File: config.mk
export PLATFORM = sky130hd
export DESIGN_NAME = operand_fetch
export DESIGN_NICKNAME = d
export VERILOG_FILES = /design/src/rtl/cpu_pkg.sv /design/src/rtl/operand_fetch_fwd_mux.sv /design/src/rtl/operand_fetch.sv
export SDC_FILE = /design/constraint.sdc
export NUM_CORES = 1
export LEC_CHECK = 0
export CAP_MARGIN = 5
export CELL_PAD_IN_SITES_DETAIL_PLACEMENT = 0
export CELL_PAD_IN_SITES_GLOBAL_PLACEMENT = 2
export CORE_UTILIZATION = 24
export CTS_CLUSTER_DIAMETER = 40
export DETAILED_ROUTE_END_ITERATION = 10
export MAX_ROUTING_LAYER = met4
export PLACE_DENSITY = 0.83
export SLEW_MARGIN = 20
export SYNTH_ARGS = -nofsm -noshare
export SYNTH_HDL_FRONTEND = slang
export SYNTH_SLANG_ARGS = --single-unit
File: constraint.sdc
create_clock -name clock -period 2.9 [get_ports clock]
set_input_delay 0.435 -clock clock [delete_from_list [all_inputs] [get_ports clock]]
set_output_delay 0.435 -clock clock [all_outputs]
set_load 0.05 [all_outputs]
File: src/rtl/cpu_pkg.sv
// Shared widths and types for the decode/issue slice of the 16-bit core.
package cpu_pkg;

  localparam int unsigned DEF_DATA_WIDTH = 16;
  localparam int unsigned DEF_ADDR_WIDTH = 5;
  localparam int unsigned DEF_CTRL_WIDTH = 8;
  localparam int unsigned DEF_CNT_WIDTH  = 16;
  localparam int unsigned ZERO_REG       = 0;

  typedef logic [DEF_CTRL_WIDTH-1:0] ctrl_t;

endpackage

File: src/rtl/operand_fetch_fwd_mux.sv
// Priority bypass select for one source operand: r0, EX, MEM, WB, then regfile.
module fwd_mux
  import cpu_pkg::*;
#(
  parameter int unsigned DATA_WIDTH = DEF_DATA_WIDTH,
  parameter int unsigned ADDR_WIDTH = DEF_ADDR_WIDTH
) (
  input  logic [ADDR_WIDTH-1:0] rs,
  input  logic [DATA_WIDTH-1:0] rf_data,
  input  logic                  ex_reg_write,
  input  logic                  ex_is_load,
  input  logic [ADDR_WIDTH-1:0] ex_rd,
  input  logic [DATA_WIDTH-1:0] ex_result,
  input  logic                  mem_reg_write,
  input  logic [ADDR_WIDTH-1:0] mem_rd,
  input  logic [DATA_WIDTH-1:0] mem_result,
  input  logic                  wb_write_enable,
  input  logic [ADDR_WIDTH-1:0] wb_address,
  input  logic [DATA_WIDTH-1:0] wb_data,
  output logic [DATA_WIDTH-1:0] operand
);

  // A load in EX has no result yet, so it never bypasses; the hazard logic stalls instead.
  always_comb begin
    operand = rf_data;
    if (rs == ADDR_WIDTH'(ZERO_REG)) begin
      operand = '0;
    end else if (ex_reg_write && !ex_is_load && ex_rd == rs) begin
      operand = ex_result;
    end else if (mem_reg_write && mem_rd == rs) begin
      operand = mem_result;
    end else if (wb_write_enable && wb_address == rs) begin
      operand = wb_data;
    end
  end

endmodule

File: src/rtl/operand_fetch.sv
// Operand fetch stage: regfile read, bypass resolution, load-use stall and ID/EX register.
module operand_fetch
  import cpu_pkg::*;
#(
  parameter int unsigned DATA_WIDTH = DEF_DATA_WIDTH,
  parameter int unsigned ADDR_WIDTH = DEF_ADDR_WIDTH,
  parameter int unsigned CTRL_WIDTH = DEF_CTRL_WIDTH,
  parameter int unsigned CNT_WIDTH  = DEF_CNT_WIDTH
) (
  input  logic                  clock,
  input  logic                  reset,
  input  logic                  in_valid,
  output logic                  in_ready,
  input  logic [ADDR_WIDTH-1:0] in_rs1,
  input  logic [ADDR_WIDTH-1:0] in_rs2,
  input  logic                  in_use_rs1,
  input  logic                  in_use_rs2,
  input  logic [ADDR_WIDTH-1:0] in_rd,
  input  logic [DATA_WIDTH-1:0] in_imm,
  input  logic [CTRL_WIDTH-1:0] in_ctrl,
  input  logic [DATA_WIDTH-1:0] in_pc,
  output logic [ADDR_WIDTH-1:0] rf_read_address1,
  output logic [ADDR_WIDTH-1:0] rf_read_address2,
  input  logic [DATA_WIDTH-1:0] rf_read_data1,
  input  logic [DATA_WIDTH-1:0] rf_read_data2,
  input  logic                  ex_reg_write,
  input  logic                  ex_is_load,
  input  logic [ADDR_WIDTH-1:0] ex_rd,
  input  logic [DATA_WIDTH-1:0] ex_result,
  input  logic                  mem_reg_write,
  input  logic [ADDR_WIDTH-1:0] mem_rd,
  input  logic [DATA_WIDTH-1:0] mem_result,
  input  logic                  wb_write_enable,
  input  logic [ADDR_WIDTH-1:0] wb_address,
  input  logic [DATA_WIDTH-1:0] wb_data,
  input  logic                  flush,
  output logic                  out_valid,
  input  logic                  out_ready,
  output logic [DATA_WIDTH-1:0] out_op_a,
  output logic [DATA_WIDTH-1:0] out_op_b,
  output logic [DATA_WIDTH-1:0] out_imm,
  output logic [ADDR_WIDTH-1:0] out_rd,
  output logic [CTRL_WIDTH-1:0] out_ctrl,
  output logic [DATA_WIDTH-1:0] out_pc,
  output logic [CNT_WIDTH-1:0]  stall_count
);

  logic [DATA_WIDTH-1:0] op_a;
  logic [DATA_WIDTH-1:0] op_b;
  logic                  hazard;
  logic                  accept;

  assign rf_read_address1 = in_rs1;
  assign rf_read_address2 = in_rs2;

  fwd_mux #(.DATA_WIDTH(DATA_WIDTH), .ADDR_WIDTH(ADDR_WIDTH)) u_fwd_a (
    .rs              (in_rs1),
    .rf_data         (rf_read_data1),
    .ex_reg_write    (ex_reg_write),
    .ex_is_load      (ex_is_load),
    .ex_rd           (ex_rd),
    .ex_result       (ex_result),
    .mem_reg_write   (mem_reg_write),
    .mem_rd          (mem_rd),
    .mem_result      (mem_result),
    .wb_write_enable (wb_write_enable),
    .wb_address      (wb_address),
    .wb_data         (wb_data),
    .operand         (op_a)
  );

  fwd_mux #(.DATA_WIDTH(DATA_WIDTH), .ADDR_WIDTH(ADDR_WIDTH)) u_fwd_b (
    .rs              (in_rs2),
    .rf_data         (rf_read_data2),
    .ex_reg_write    (ex_reg_write),
    .ex_is_load      (ex_is_load),
    .ex_rd           (ex_rd),
    .ex_result       (ex_result),
    .mem_reg_write   (mem_reg_write),
    .mem_rd          (mem_rd),
    .mem_result      (mem_result),
    .wb_write_enable (wb_write_enable),
    .wb_address      (wb_address),
    .wb_data         (wb_data),
    .operand         (op_b)
  );

  // Load-use: a consumer of the loaded register must wait one cycle for MEM bypass.
  always_comb begin
    hazard = in_valid && ex_reg_write && ex_is_load && (ex_rd != ADDR_WIDTH'(ZERO_REG)) &&
             ((in_use_rs1 && ex_rd == in_rs1) || (in_use_rs2 && ex_rd == in_rs2));
    in_ready = !flush && !hazard && (!out_valid || out_ready);
    accept   = in_valid && in_ready;
  end

  // ID/EX register; operands are captured only on accept and never re-resolved.
  always_ff @(posedge clock) begin
    if (reset) begin
      out_valid <= 1'b0;
      out_op_a  <= '0;
      out_op_b  <= '0;
      out_imm   <= '0;
      out_rd    <= '0;
      out_ctrl  <= '0;
      out_pc    <= '0;
    end else if (flush) begin
      out_valid <= 1'b0;
    end else if (accept) begin
      out_valid <= 1'b1;
      out_op_a  <= op_a;
      out_op_b  <= op_b;
      out_imm   <= in_imm;
      out_rd    <= in_rd;
      out_ctrl  <= in_ctrl;
      out_pc    <= in_pc;
    end else if (out_valid && out_ready) begin
      out_valid <= 1'b0;
    end
  end

  // Saturating load-use stall counter.
  always_ff @(posedge clock) begin
    if (reset) begin
      stall_count <= '0;
    end else if (hazard && !flush && (stall_count != {CNT_WIDTH{1'b1}})) begin
      stall_count <= stall_count + CNT_WIDTH'(1);
    end
  end

endmodule

### After elaboration in Yosys (flattened, before gate mapping)

Cells that the tools add are included.

* multiplexer cells: 10
* reductions and logical operators: 31
* $add $sub $neg: 1
* bitwise logic cells: 1
* equality and inequality tests: 7

Operators with widths (number)
* $mux W16: 8
* $eq A5 B5 Y1: 6
* $logic_and A1 B1 Y1: 19
* $add A16 B1 Y16 const B: 1
* $ne A16 B16 Y1 const B: 1
* $logic_not A5 Y1: 2
* $reduce_bool A5 Y1: 1
* $logic_not A1 Y1: 4
* $logic_or A1 B1 Y1: 2
* $mux W1: 2
* $reduce_and A2 Y1: 1
* $reduce_bool A2 Y1: 1
* $reduce_or A2 Y1: 1
* $not A1 Y1: 1

* output and inout bits: 105
* logic and storage cells: 58
* bits of input ports: 161
* register bits: 94

### Depth between registers and ports, before layout

Gate-level depths: netlist of run 1.

* word-level depth: 9
* mapped depth: 7
* mapped depth without buffers: 5

### Cells and area by module

Synthesis of run 1 repeated with hierarchy kept, for this count alone.

* cells, all modules: 608
* area, all modules: 5672.9 um^2

Modules (own cells, without submodules)
* operand_fetch: cells each 376, area an instance 3796.1 um^2, sequential area each 1881.8 um^2, instances 1
* fwd_mux: cells each 116, area an instance 938.4 um^2, sequential area each 0.0 um^2, instances 2

### Worst setup path before layout of run 1

No wires, ideal clock.

* path type: in2out
* from: in ex_rd[1]
* to: out in_ready
* required time: 2.465 ns
* buffers on the path: 2
* path slack: -0.275 ns
* arrival: 2.740 ns
* stages: 6
* cells stage by stage: or4_1 -> o2111ai_1 -> buf_2 -> buf_2 -> nor2_1 -> nor3_1

* longest elaborated chain between the ends: 7
* elaborated cells between the ends (all ways): 11
* those cells by class: eq/ne: 2; reduce/logical: 9

Ends and longest elaborated chain
* from (decl): line operand_fetch.sv:28 `input logic [ADDR_WIDTH-1:0] ex_rd,`
* $eq A5 B5 Y1: line operand_fetch.sv:91 `((in_use_rs1 && ex_rd == in_rs1) || (in_use_rs2 && ex_rd == in_rs2));`
* $logic_and A1 B1 Y1: line operand_fetch.sv:91
* $logic_or A1 B1 Y1: line operand_fetch.sv:91
* $logic_and A1 B1 Y1 *: line operand_fetch.sv:90 `hazard = in_valid && ex_reg_write && ex_is_load && (ex_rd != ADDR_WIDTH'(ZERO_REG)) &&`
* $logic_not A1 Y1 *: line operand_fetch.sv:92 `in_ready = !flush && !hazard && (!out_valid || out_ready);`
* $logic_and A1 B1 Y1 * (2 in series): line operand_fetch.sv:92
* to (decl): line operand_fetch.sv:13 `output logic in_ready,`

Every way passes the cells marked *; elsewhere a longest branch is shown, timed or not.

### Worst setup path after layout of run 1

Ends and elaborated chain as after synthesis.

==> run_results.csv, run 1 <==
group,metric,value,unit
hold_path,hold_depth,2,
critical_path,path_max_fanout,6,
critical_path,reg2reg_to,"stall_count[15]$_SDFFE_PP0P_",
clock_tree,postCtsResizedCells,0,
status,outcome,"complete, no violations",
hold_path,holdCritStartpoint,"out_pc[2]$_SDFFE_PP0P_",
critical_path,crit_path_max_incr_delay,590,ps
yosys,yosysWarnings,0,
die,rows,59,
clock_tree,cts_setup_buffers,0,
clock_tree,cts_tree,"yes",
drt,totalWireLength,23.8,mm
die,start_util,24.4,%
power_and_ir_drop,leakage,0.00345,µW
yosys,netlist_instances,780,
global_route,grt_pass1_vias,6423,
clock_tree,cts_max_level,3,
sta,fin_setup_tns,0,ps
yosys,synth-seq-cells,94,
sta,clock.fmax,371,MHz
yosys,ys_seq_area_share,29.6,%
hold_path,hold_path.class,"register to register",
yosys,synth_fp_nets,942,
power_and_ir_drop,power.density,374,nW/µm²
yosys,synthFlopType,"dfxtp_1",
yosys,async_flop_share,0,%
die,io_pins,266,
drt,viasPerCell,4.78,
global_route,overflow,0,
critical_path,ff2ff_setup_slack,670,ps
global_route,grt_pass1_wl,36.3,mm
die,die_h,165,µm
power_and_ir_drop,internal_power,2510,µW
global_route,grt_max_degree,77,
sta,slew_violations,0,
die,core_area,26100,µm²
sta,max_slew_margin,45.2,%
critical_path,end_kind,"primary output",
layout,syn2layout_area_growth,56.9,%
drt,via_count,6612,
critical_path,path_class,"input pin to primary output",
clock_tree,cts_sinks,94,
die,die_w,165,µm
power_and_ir_drop,p_sw_share,32.8,%
sta,post-route-min-period,2700,ps
drt,drcViolationCount,0,
clock_tree,hold_buffers,0,
critical_path,worstPathCellList,"clkdlybuf4s50_1 > or4_1 > o2111ai_4 > nor2_1 > nor3_2 > buf_12",
yosys,yosysUniqueCellTypes,46,
power_and_ir_drop,p_seq_share,37.0,%
layout,drive_gt1_share,9.17,%
power_and_ir_drop,power.total,3730,µW
placed_design,place_hpwl,18.5,mm
drt,initialDrtViolationCount,376,
placed_design,gp_congestion,0.835,
clock_tree,cts_buffers,9,
clock_tree,path_clk_slew,80,ps
yosys,synth-edff-count,0,
global_route,antenna_found_initial,2,
drt,ant_nets,0,
yosys,syn_area_per_cell,8.16,µm²
sta,worst_pin_slew,811,ps
layout,nFillCells,2650,
global_route,grt_util_all_layers,17.6,%
placed_design,dp_slack,-37.7,ps
drt,wl_per_cell,17.2,µm
power_and_ir_drop,irDropWorstVdd,212,µV
placed_design,io_buffers,265,
sta,finalHoldViolCount,0,
clock_tree,clock-root-buffer,"clkbuf_16",
drt,firstDrtPassIters,5,
sta,min_period_over_period,93.0,%
die,dieArea,27200,µm²
clock_tree,clkLatencyLatePin,350,ps
hold_path,holdPathEnd,"out_pc[2]$_SDFFE_PP0P_",
clock_tree,clockBufferDepth,2,
yosys,synthesis.area,6360,µm²
sta,finalSetupViolCount,0,
critical_path,critPathArrivalTime,2260,ps
critical_path,worstPathRequired,2470,ps
layout,nNetsFinal,1204,
power_and_ir_drop,power_frac_comb,30.3,%
critical_path,reg2regPathDepth,5,
sta,grt_setup_unrepaired,"false",
critical_path,r2r_start,"stall_count[1]$_SDFFE_PP0P_",
power_and_ir_drop,p_sw,1220,µW
critical_path,worstSetupStartpointType,"input pin",
sta,clock_skew,9.78,ps
power_and_ir_drop,clock_power_share,32.7,%
sta,fin_ws,203,ps
flow_run,drv_cap,0,
critical_path,slowest_stage,"or4_1",
-- layout make-up --
type / count / area (µm²) / area share, %
Multi-Input combinational cell: 609 / 4160 / 41.7
Timing Repair Buffer: 327 / 3210 / 32.2
Sequential cell: 94 / 1880 / 18.9
Tap cell: 335 / 419 / 4.20
Clock buffer: 10 / 239 / 2.39
Clock inverter: 6 / 60.1 / 0.602
Antenna cell: 2 / 5.00 / 0.0501
Inverter: 1 / 3.75 / 0.0376
-- worst max-delay path by stage --
stage / end / slack (ps) / startpoint / depth (start not counted)
after floorplan: in_ready / 140 / ex_rd[1] / 6
after detailed placement: out_op_b[6]$_SDFFE_PP0P_ / -40 / in_rs2[0] / 8
after CTS: in_ready / 190 / ex_rd[1] / 6
after global routing: in_ready / 130 / ex_rd[1] / 6
after global placement: out_op_b[11]$_SDFFE_PP0P_ / -80 / in_rs2[4] / 8
final: in_ready / 200 / ex_rd[1] / 6
-- cell families after synthesis --
kind of cell,Yosys count,synth area share [%]
simple gates,371,35.0
compound gates,162,18.2
xor+xnor,27,3.72
buf+inv,77,5.68
flops,94,29.6
mux,48,7.61
fa+ha+maj,1,0.197
-- state kept, by name (all words and copies together), names as in the netlist --
register / count
out_ctrl: 8
out_imm: 16
out_op_a: 16
out_op_b: 16
out_pc: 16
out_rd: 5
out_valid: 1
stall_count: 16
-- Yosys cell counts, types with 21 or more instances --
cell,n,share of area (%)
a21oi_1,45,3.5
and3_1,24,2.4
and4_1,21,2.9
clkbuf_1,47,2.8
dfxtp_1,94,30
mux2i_1,45,7.1
nand2b_1,128,13
nand3_1,47,3.7
nand3b_1,32,3.8
nor2_1,74,4.4
o211ai_1,32,3.8
o311ai_0,31,4.3
-- routing by layer --
metal / vias up / GRT usage (%) / part of all wire (%)
li1: 3351 / - / -
met1: 2992 / 23.8 / 48
met2: 248 / 27.6 / 45
met4: 0 / 5.50 / 1.8
met5: - / - / 0
met3: 21 / 1.76 / 5.9
-- worst max-delay path, delay by kind of cell --
kind	cells	cell delay, ps
simple gates	3	920
buf+inv	2	650
compound gates	1	260
-- cells in the final DEF, fill, tap and decap left out, drive strengths merged, types with 5 or more instances in the layout --
cell           instances
nand2b               128
nand3b                32
o311ai                32
a21boi                16
and3                  24
buf                   64
nor2                  74
o31a                  16
nand3                 47
and4                  21
or4                   14
a21oi                 45
dfxtp                 94
and2                   6
nor2b                  5
o211ai                32
inv                    6
o31ai                 11
xnor2                 13
mux2i                 45
xor2                  14
clkdlybuf4s50        263
clkbuf                10
-- power by group through the flow --
stage | Sequential (µW) | Combinational, µW | Clock (µW)
global placement | 1410 | 1130 | 0
finish | 1380 | 1130 | 1220
floorplan | 1610 | 374 | 0
detailed placement | 1410 | 1130 | 0
global route | 1390 | 1200 | 1320
CTS | 1380 | 1140 | 1260
-- metrics by stage --
stage / std cells / hold slack (ps) / utilization (%) / area [µm²]
after floorplan: 780 / 590 / - / 6370
after global placement: 1366 / 458 / 37.1 / 9680
final: 1384 / 473 / 38.3 / 9980
after CTS: 1382 / 477 / 38.3 / 9980
after global routing: 1384 / 490 / 38.3 / 9980
after detailed placement: 1366 / 464 / 37.1 / 9680
(Power assumes the default switching activity.)
==> inputs of run 2 (changes only) <==
--- a/config.mk
+++ b/config.mk
@@ -8,11 +8,11 @@
 export CAP_MARGIN = 5
 export CELL_PAD_IN_SITES_DETAIL_PLACEMENT = 0
 export CELL_PAD_IN_SITES_GLOBAL_PLACEMENT = 2
-export CORE_UTILIZATION = 24
+export CORE_UTILIZATION = 21
 export CTS_CLUSTER_DIAMETER = 40
 export DETAILED_ROUTE_END_ITERATION = 10
 export MAX_ROUTING_LAYER = met4
-export PLACE_DENSITY = 0.83
+export PLACE_DENSITY = 0.77
 export SLEW_MARGIN = 20
 export SYNTH_ARGS = -nofsm -noshare
 export SYNTH_HDL_FRONTEND = slang
==> constraint.sdc (replaced) <==
create_clock -name clock -period 2.37 [get_ports clock]
set_input_delay 0.3555 -clock clock [delete_from_list [all_inputs] [get_ports clock]]
set_output_delay 0.3555 -clock clock [all_outputs]
set_load 0.05 [all_outputs]
==> run 2 against run 1 <==
Compared with the run above:
- critical path depth increased by 2
- total power rose by 23%
- clock power grew 19%
- global-route usage is 1.5 points lower
- clock skew decreased by 1.2 ps
- clock-buffer cell count is 1 lower
- design area up 4.7%
- utilization down 3.1 points
- non-clock buffer count rose by 35
- via count up 0.54%
- largest cell class unchanged
==> run_results.csv, run 2 (synthesis gave the netlist of run 1 again) <==
group,metric,value,unit
status,outcome,"complete, no violations",
clock_tree,cts_max_level,3,
drt,wl_per_cell,16.7,µm
die,core_area,29700,µm²
global_route,grt_pass1_vias,6595,
layout,final_util,35.2,%
flow_run,drv_cap,0,
die,die_w,176,µm
drt,ant_nets,0,
layout,final_common_cell,"clkdlybuf4s50_1",
drt,totalWireLength,24.6,mm
hold_path,hold_path.class,"register to register",
sta,clock_skew,8.59,ps
global_route,antenna_found_initial,2,
sta,fin_setup_tns,0,ps
drt,initialDrtViolationCount,352,
critical_path,path_class,"input pin to primary output",
clock_tree,clkLatencyLatePin,350,ps
power_and_ir_drop,power.total,4590,µW
placed_design,dp_cells,1454,
die,dieArea,31000,µm²
clock_tree,cts_sinks,94,
power_and_ir_drop,power.density,439,nW/µm²
die,rows,63,
sta,finalSetupViolCount,0,
global_route,overflow,0,
sta,post-route-min-period,2270,ps
drt,viasPerCell,4.51,
clock_tree,cts_tree,"yes",
die,start_util,21.4,%
die,die_h,176,µm
critical_path,worstPathRequired,2010,ps
layout,fin_cells,1474,
critical_path,end_kind,"primary output",
sta,slew_violations,0,
critical_path,path_max_fanout,3,
drt,via_count,6648,
critical_path,critPathArrivalTime,1920,ps
global_route,grt_util_all_layers,16.2,%
power_and_ir_drop,leakage,0.00378,µW
die,io_pins,266,
layout,drive_gt1_share,13.7,%
placed_design,gp_congestion,0.828,
layout,nNetsFinal,1239,
global_route,grt_pass1_wl,37.9,mm
placed_design,place_hpwl,19.5,mm
sta,grt_setup_unrepaired,"false",
clock_tree,clockBufferDepth,2,
sta,whs,472,ps
clock_tree,path_clk_slew,70,ps
drt,firstDrtPassIters,4,
clock_tree,hold_buffers,0,
clock_tree,clock-root-buffer,"clkbuf_16",
sta,min_period_over_period,95.8,%
power_and_ir_drop,irDropWorstVdd,285,µV
sta,clock.fmax,440,MHz
sta,worst_pin_slew,606,ps
layout,syn2layout_area_growth,64.3,%
critical_path,worstSetupStartpointType,"input pin",
sta,finalHoldViolCount,0,
sta,max_slew_margin,59.4,%
layout,layout_common_cells,"clkdlybuf4s50_1 (241), nand2b_1 (128), dfxtp_1 (94)",
clock_tree,cts_buffers,9,
drt,drcViolationCount,0,
global_route,grt_max_degree,86,
placed_design,io_buffers,265,
layout,nFillCells,3059,
## run 2: cell count changes in the layout (fill, tap and decap cells not counted), moves of 4 or more
cell / before / now
buf_12: 8 / 16
o311ai_1: 1 / 5
dlymetal6s2s_1: 0 / 9
o311ai_0: 31 / 27
clkdlybuf4s50_1: 263 / 241
buf_4: 56 / 93
## run 2: final timing paths
check	start	endpoint	slack, ps	depth (start not counted)
setup / recovery	ex_rd[2]	in_ready	100	8
hold / removal	out_imm[5]$_SDFFE_PP0P_	out_imm[5]$_SDFFE_PP0P_	470	2
setup reg to reg	stall_count[8]$_SDFFE_PP0P_	stall_count[10]$_SDFFE_PP0P_	280	6
hold reg to reg	out_imm[5]$_SDFFE_PP0P_	out_imm[5]$_SDFFE_PP0P_	470	2
## run 2: repair_timing
action                     4_1_cts  5_1_grt
gates resized for setup          9       16
pin swaps                        2        7
buffers inserted                 0        2
setup endpoints to repair        2       10
## run 2: layout make-up
class                      count  area (µm²)  share of cell area (%)
multi-input combinational    609        4210                    40.3
antenna                        2        5.00                  0.0479
sequential                    94        1880                    18.0
timing repair buffer         362        3570                    34.2
clock inverter                 7        65.1                   0.623
inverter                       1        3.75                  0.0359
clock buffer                   9         225                    2.16
tap                          390         488                    4.67
## run 2: per-stage QoR
stage	cell area, µm²	worst slack, ps
6_report	10500	98.7
5_1_grt	10500	1.17
4_1_cts	10400	-14.5
3_5_place_dp	10100	-448
3_3_place_gp	10100	-400
2_1_floorplan	6380	37.5
## run 2: worst max-delay path, cell delays in order
cell	delay (ps)
clkdlybuf4s50_1	420
buf_4	160
xnor2_2	170
nand3_1	160
o22a_4	290
nor2_4	140
nor3_4	60
buf_12	160
## run 2: layer usage
layer	GRT usage, %	up-vias	wire length (µm)
met1	21.4	3000	11800
met2	25.3	206	11300
met3	2.35	21	1100
met5	-	-	0
met4	4.82	0	450
li1	-	3421	-
## run 2: where the power goes
| part | leakage [µW] | total [µW] | internal [µW] | switching [µW] |
|---|---|---|---|---|
| logic | 0.00286 | 1440 | 690 | 753 |
| registers | 0.000767 | 1690 | 1650 | 42.0 |
| clock network | 0.000146 | 1450 | 741 | 713 |
